File: src/rtl/bin2bcd_seq.sv
// Sequential binary-to-BCD converter (shift-and-add-3 / double dabble).
// One input bit is consumed per falling edge of NEclk. A start accepted in
// IDLE latches bin. Exactly BITS iterations later the packed BCD digits and
// the overflow flag are published, together with a one-cycle done pulse.
// bcd/ovf only change on a completion, so they never show partial work.
module bin2bcd_seq #(
    parameter int BITS   = 8,
    parameter int DIGITS = 3
) (
    input  logic                  NEclk,
    input  logic                  Nreset,
    input  logic                  start,
    input  logic [BITS-1:0]       bin,
    output logic                  busy,
    output logic                  done,
    output logic [4*DIGITS-1:0]   bcd,
    output logic                  ovf
);

    localparam int CW = $clog2(BITS + 1);
    localparam int SW = 4 * DIGITS;

    typedef enum logic {
        S_IDLE,
        S_SHIFT
    } state_e;

    state_e          state_q;
    logic [CW-1:0]   cnt_q;
    logic [BITS-1:0] shift_q;
    logic [SW-1:0]   scratch_q;
    logic            ovf_int_q;
    logic            busy_q;
    logic            done_q;
    logic [SW-1:0]   bcd_q;
    logic            ovf_q;

    logic [SW-1:0]   adj;
    logic [SW-1:0]   scratch_d;
    logic [BITS-1:0] shift_d;
    logic            ovf_int_d;

    // One double-dabble iteration: add-3 correction, then a one-bit left shift.
    always_comb begin
        // NOTE: every combinational output gets a default first so no path
        // leaves it unassigned, which is what would otherwise infer a latch.
        adj = scratch_q;
        for (int i = 0; i < DIGITS; i++) begin
            if (scratch_q[4*i +: 4] >= 4'd5) begin
                adj[4*i +: 4] = scratch_q[4*i +: 4] + 4'd3;
            end
        end
        {scratch_d, shift_d} = {adj[SW-2:0], shift_q, 1'b0};
        // The bit pushed out of the top digit means the value no longer fits.
        ovf_int_d = ovf_int_q | adj[SW-1];
    end

    // Control FSM, conversion datapath and registered handshake/result outputs.
    // NOTE: state updates use non-blocking assignments so every register here
    // sees the pre-edge values of the others, regardless of statement order.
    always_ff @(negedge NEclk or negedge Nreset) begin
        if (!Nreset) begin
            state_q   <= S_IDLE;
            cnt_q     <= '0;
            shift_q   <= '0;
            scratch_q <= '0;
            ovf_int_q <= 1'b0;
            busy_q    <= 1'b0;
            done_q    <= 1'b0;
            bcd_q     <= '0;
            ovf_q     <= 1'b0;
        end else begin
            // done is a single-cycle pulse; it drops on the next edge.
            done_q <= 1'b0;
            case (state_q)
                S_IDLE: begin
                    if (start) begin
                        shift_q   <= bin;
                        scratch_q <= '0;
                        ovf_int_q <= 1'b0;
                        cnt_q     <= CW'(BITS);
                        busy_q    <= 1'b1;
                        state_q   <= S_SHIFT;
                    end
                end
                S_SHIFT: begin
                    scratch_q <= scratch_d;
                    shift_q   <= shift_d;
                    ovf_int_q <= ovf_int_d;
                    cnt_q     <= cnt_q - CW'(1);
                    // Last iteration: publish the result and return to IDLE,
                    // so a start in the done cycle is accepted.
                    if (cnt_q == CW'(1)) begin
                        bcd_q   <= scratch_d;
                        ovf_q   <= ovf_int_d;
                        done_q  <= 1'b1;
                        busy_q  <= 1'b0;
                        state_q <= S_IDLE;
                    end
                end
            endcase
        end
    end

    assign busy = busy_q;
    assign done = done_q;
    assign bcd  = bcd_q;
    assign ovf  = ovf_q;

endmodule
File: config.mk
export PLATFORM = sky130hd
export DESIGN_NAME = bin2bcd_seq
export DESIGN_NICKNAME = d
export VERILOG_FILES = /design/src/rtl/bin2bcd_seq.sv
export SDC_FILE = /design/constraint.sdc
export NUM_CORES = 1
export LEC_CHECK = 0
export CORE_MARGIN = 2
export CORE_UTILIZATION = 54
export DETAILED_ROUTE_END_ITERATION = 6
export GPL_TIMING_DRIVEN = 0
export PLACE_DENSITY = 0.79
export SLEW_MARGIN = 20
export SYNTH_ARGS = -nofsm -noshare
export SYNTH_HDL_FRONTEND = slang
export SYNTH_SLANG_ARGS = --single-unit
File: constraint.sdc
create_clock -name NEclk -period 2.14 [get_ports NEclk]
set_input_delay 0.214 -clock NEclk [delete_from_list [all_inputs] [get_ports NEclk]]
set_output_delay 0.214 -clock NEclk [all_outputs]
set_load 0.01 [all_outputs]
==> flow_summary.json <==
{
  "status": "complete, but fails checks",
  "failed_checks": "setup timing",
  "vias_per_cell": 5.32,
  "fp.dieW_um": 63.7,
  "critical_path_depth": 1,
  "place.port_buffers": 25,
  "timing.setup.tns_ns": -0.309,
  "synthToLayoutAreaGrowth_pct": 20.7,
  "fin_clk_skew_ns": 0.00835,
  "tightestPinTransition_ns": 0.480,
  "cts_stage_hold_buffer_count": 0,
  "whs_ns": 0.425,
  "post-dp-hpwl_um": 2820,
  "placement_rows": 21,
  "critical_path.startpoint": "bcd[7]$_DFFE_NN0P_",
  "relSlewSlack_pct": 68.0,
  "dr_total_vias": 1448,
  "design.core.area_mm2": 0.00339,
  "layout-drive-gt1-share_pct": 19.5,
  "syn-mean-instance-area_um2": 10.5,
  "cts.root.buffer_cell": "sky130_fd_sc_hd__clkbuf_4",
  "post_synth_inst_count": 183,
  "mappedNetlistNets": 202,
  "fp.dieArea_mm2": 0.00406,
  "maxCapViolCount": 0,
  "n_antenna_cell": 0,
  "syn-cell-area_mm2": 0.00193,
  "placed_cells_incl_taps": 255,
  "timing.final.ws_setup_ns": -0.0535,
  "total_leakage_power_nw": 1.12,
  "vdd_drop_max_mv": 0.791,
  "timing.final.max_slew_violations": 0,
  "preCtsSetupSlack_ns": -0.558,
  "setup.worst_path.class": "flop to output pin",
  "critical_path.reg2reg.startpoint": "state_q$_DFF_NN0_",
  "worstSetupEndpointType": "output pin",
  "wirelength_um": 3930,
  "r2r_cells": 6,
  "drt_drc_violations_left": 0,
  "ys_ff_latch": 41,
  "grt.total_usage_pct": 22.0,
  "hp-class": "flop to flop",
  "initial_core_util_pct": 56.8,
  "critPathCapture": "bcd[7]",
  "grt_remaining_overflow": 0,
  "power_per_cell_area_mw_per_mm2": 1460,
  "setup_repair_after_global_routing_missed_its_margin": "true",
  "critical_path.cell_chain": "buf_6",
  "wire_length_of_the_first_global_routing_pass_um": 6810,
  "final_common_cell": "sky130_fd_sc_hd__dfrtn_1",
  "crit_path_max_fanout": 2,
  "power_w": 0.00340,
  "setup_viol": 14,
  "post_layout_nonfiller_instances": 272,
  "pin_count": 26,
  "drt_iter0_markers": 63,
  "numClockSinks": 41,
  "startpoint_class_of_the_critical_path": "flop",
  "synth.yosys.warnings": 0,
  "cts_inserted_buffers": 5,
  "regToRegSetupSlack_ns": 0.28,
  "tritoncts": "built",
  "first_global_vias": 1475,
  "synth.distinct_cells": 30,
  "cp_slowest_cell": "sky130_fd_sc_hd__dfrtn_1",
  "die_height_um": 63.7,
  "layout.nets": 244,
  "hold_viol_final": 0,
  "clk_latency_ns": 0.34,
  "yosysSeqAreaShare_pct": 53.3,
  "most-common-layout-cells": "sky130_fd_sc_hd__dfrtn_1, sky130_fd_sc_hd__nand2_1, sky130_fd_sc_hd__buf_2",
  "critPathMaxStageDelay_ns": 0.46,
  "timing.critical_path.arrival_ns": 1.98,
  "initial_antenna_violation_count": 0,
  "ant_nets": 0,
  "gp_routability_congestion": 0.810,
  "clkSlewWorstSetupHoldPaths_ns": 0.08,
  "reg2reg_to": "bcd[10]$_DFFE_NN0P_",
  "cp_top_family": "flip-flops",
  "length_of_the_first_detailed_routing_pass_in_iterations": 4,
  "cts-htree-levels": 2,
  "critical_path_required_ns": 1.93,
  "grt_start_max_net_pins": 32,
  "clock_path_buffers": 2,
  "cp.buffers_inverters": 1,
  "detail_route.wl_per_cell_um": 14.5
}
what timing repair did:
action                                  CTS  global route
buffers inserted                          4             4
endpoints found under the setup margin   33            15
hold endpoints to repair                  0             0
resized for setup                        66             0
cloned                                    1             0
worst min path at each step:
| stage | cells past startpoint | to | startpoint | slack [ns] |
|---|---|---|---|---|
| after floorplan | 2 | shift_q[1]$_DFFE_NN0P_ | shift_q[0]$_DFFE_NN0P_ | 0.41 |
| after global placement | 2 | bcd[0]$_DFFE_NN0P_ | bcd[0]$_DFFE_NN0P_ | 0.42 |
| after detailed placement | 2 | bcd[3]$_DFFE_NN0P_ | bcd[3]$_DFFE_NN0P_ | 0.43 |
| after CTS | 2 | bcd[3]$_DFFE_NN0P_ | bcd[3]$_DFFE_NN0P_ | 0.43 |
| after global routing | 1 | bcd[6]$_DFFE_NN0P_ | bcd[6]$_DFFE_NN0P_ | 0.45 |
| final | 2 | bcd[3]$_DFFE_NN0P_ | bcd[3]$_DFFE_NN0P_ | 0.43 |
state kept, by name (all words and copies together) (netlist names):
signal / count
state_q: 1
bcd: 12
shift_q: 8
ovf_int_q: 1
scratch_q: 12
ovf: 1
busy: 1
cnt_q: 4
done: 1
report_power, final:
part           internal [W]  total [W]  switching, W
clock network      0.000160   0.000418      0.000258
logic              0.000756    0.00160      0.000840
registers           0.00115    0.00139      0.000243
Yosys cell counts:
cell | count | area share, %
sky130_fd_sc_hd__clkinv_8 | 1 | 0.84
sky130_fd_sc_hd__a31o_2 | 1 | 0.45
sky130_fd_sc_hd__o21ai_1 | 7 | 1.8
sky130_fd_sc_hd__buf_4 | 1 | 0.39
sky130_fd_sc_hd__o21ai_2 | 1 | 0.45
sky130_fd_sc_hd__nor3_1 | 4 | 1.0
sky130_fd_sc_hd__nand2b_1 | 4 | 1.3
sky130_fd_sc_hd__nand3_1 | 1 | 0.26
sky130_fd_sc_hd__and3_1 | 1 | 0.33
sky130_fd_sc_hd__mux2_1 | 5 | 2.9
sky130_fd_sc_hd__a21o_1 | 3 | 1.2
sky130_fd_sc_hd__o31ai_1 | 1 | 0.39
sky130_fd_sc_hd__nor2_1 | 4 | 0.78
sky130_fd_sc_hd__inv_2 | 1 | 0.19
sky130_fd_sc_hd__buf_6 | 2 | 1.2
sky130_fd_sc_hd__o22ai_1 | 7 | 2.3
sky130_fd_sc_hd__nand2_1 | 28 | 5.5
sky130_fd_sc_hd__dfrtn_1 | 41 | 53
sky130_fd_sc_hd__or4b_1 | 1 | 0.52
sky130_fd_sc_hd__ha_1 | 8 | 5.2
sky130_fd_sc_hd__clkbuf_1 | 6 | 1.2
sky130_fd_sc_hd__o21ai_0 | 13 | 3.4
sky130_fd_sc_hd__a22o_1 | 1 | 0.45
sky130_fd_sc_hd__mux2_2 | 1 | 0.58
sky130_fd_sc_hd__xnor2_1 | 5 | 2.3
sky130_fd_sc_hd__inv_1 | 9 | 1.8
sky130_fd_sc_hd__nor3b_1 | 5 | 1.9
sky130_fd_sc_hd__a21boi_0 | 1 | 0.39
sky130_fd_sc_hd__mux2i_1 | 10 | 5.2
sky130_fd_sc_hd__a21oi_1 | 10 | 2.6
area by class of cell:
cell class | count | area (um^2)
well taps | 46 | 57.6
clock buffers | 6 | 51.3
inverters | 11 | 53.8
plain buffers | 9 | 66.3
repair buffers | 35 | 263
flip-flops and latches | 41 | 1030
multi-input cells | 122 | 793
clock inverters | 2 | 13.8
fillers | 256 | 1060
kinds of logic (layout without fill, tap and decap cells):
kind of cell             count (synthesis)  after routing  synth area share (%)
adder cells (fa/ha/maj)                  8              8                  5.20
buffers and inverters                   20             63                  5.52
AO/OA/AOI/OAI                           45             45                  13.4
AND/OR/NAND/NOR                         48             48                  11.6
XOR/XNOR                                 5              5                  2.27
multiplexers                            16             16                  8.71
flip-flops                              41             41                  53.3
layer usage:
layer  wire [um]  track usage [%]  vias to the layer above  share of wire (%)
li1            -                -                      715                  -
met1        1720             27.4                      702                 44
met2        2010             37.6                       27                 51
met3         166             5.89                        4                4.2
met4          39             5.98                        0               0.99
met5           0                0                        -                  0
per-stage QoR:
stage,utilization (%),instance area [um^2]
after floorplan,-,1930
after global placement,65.9,2230
after detailed placement,66.4,2250
after CTS,67.7,2290
after global routing,68.6,2320
final,68.6,2320
Note: power is estimated with default switching activity, not from simulation.
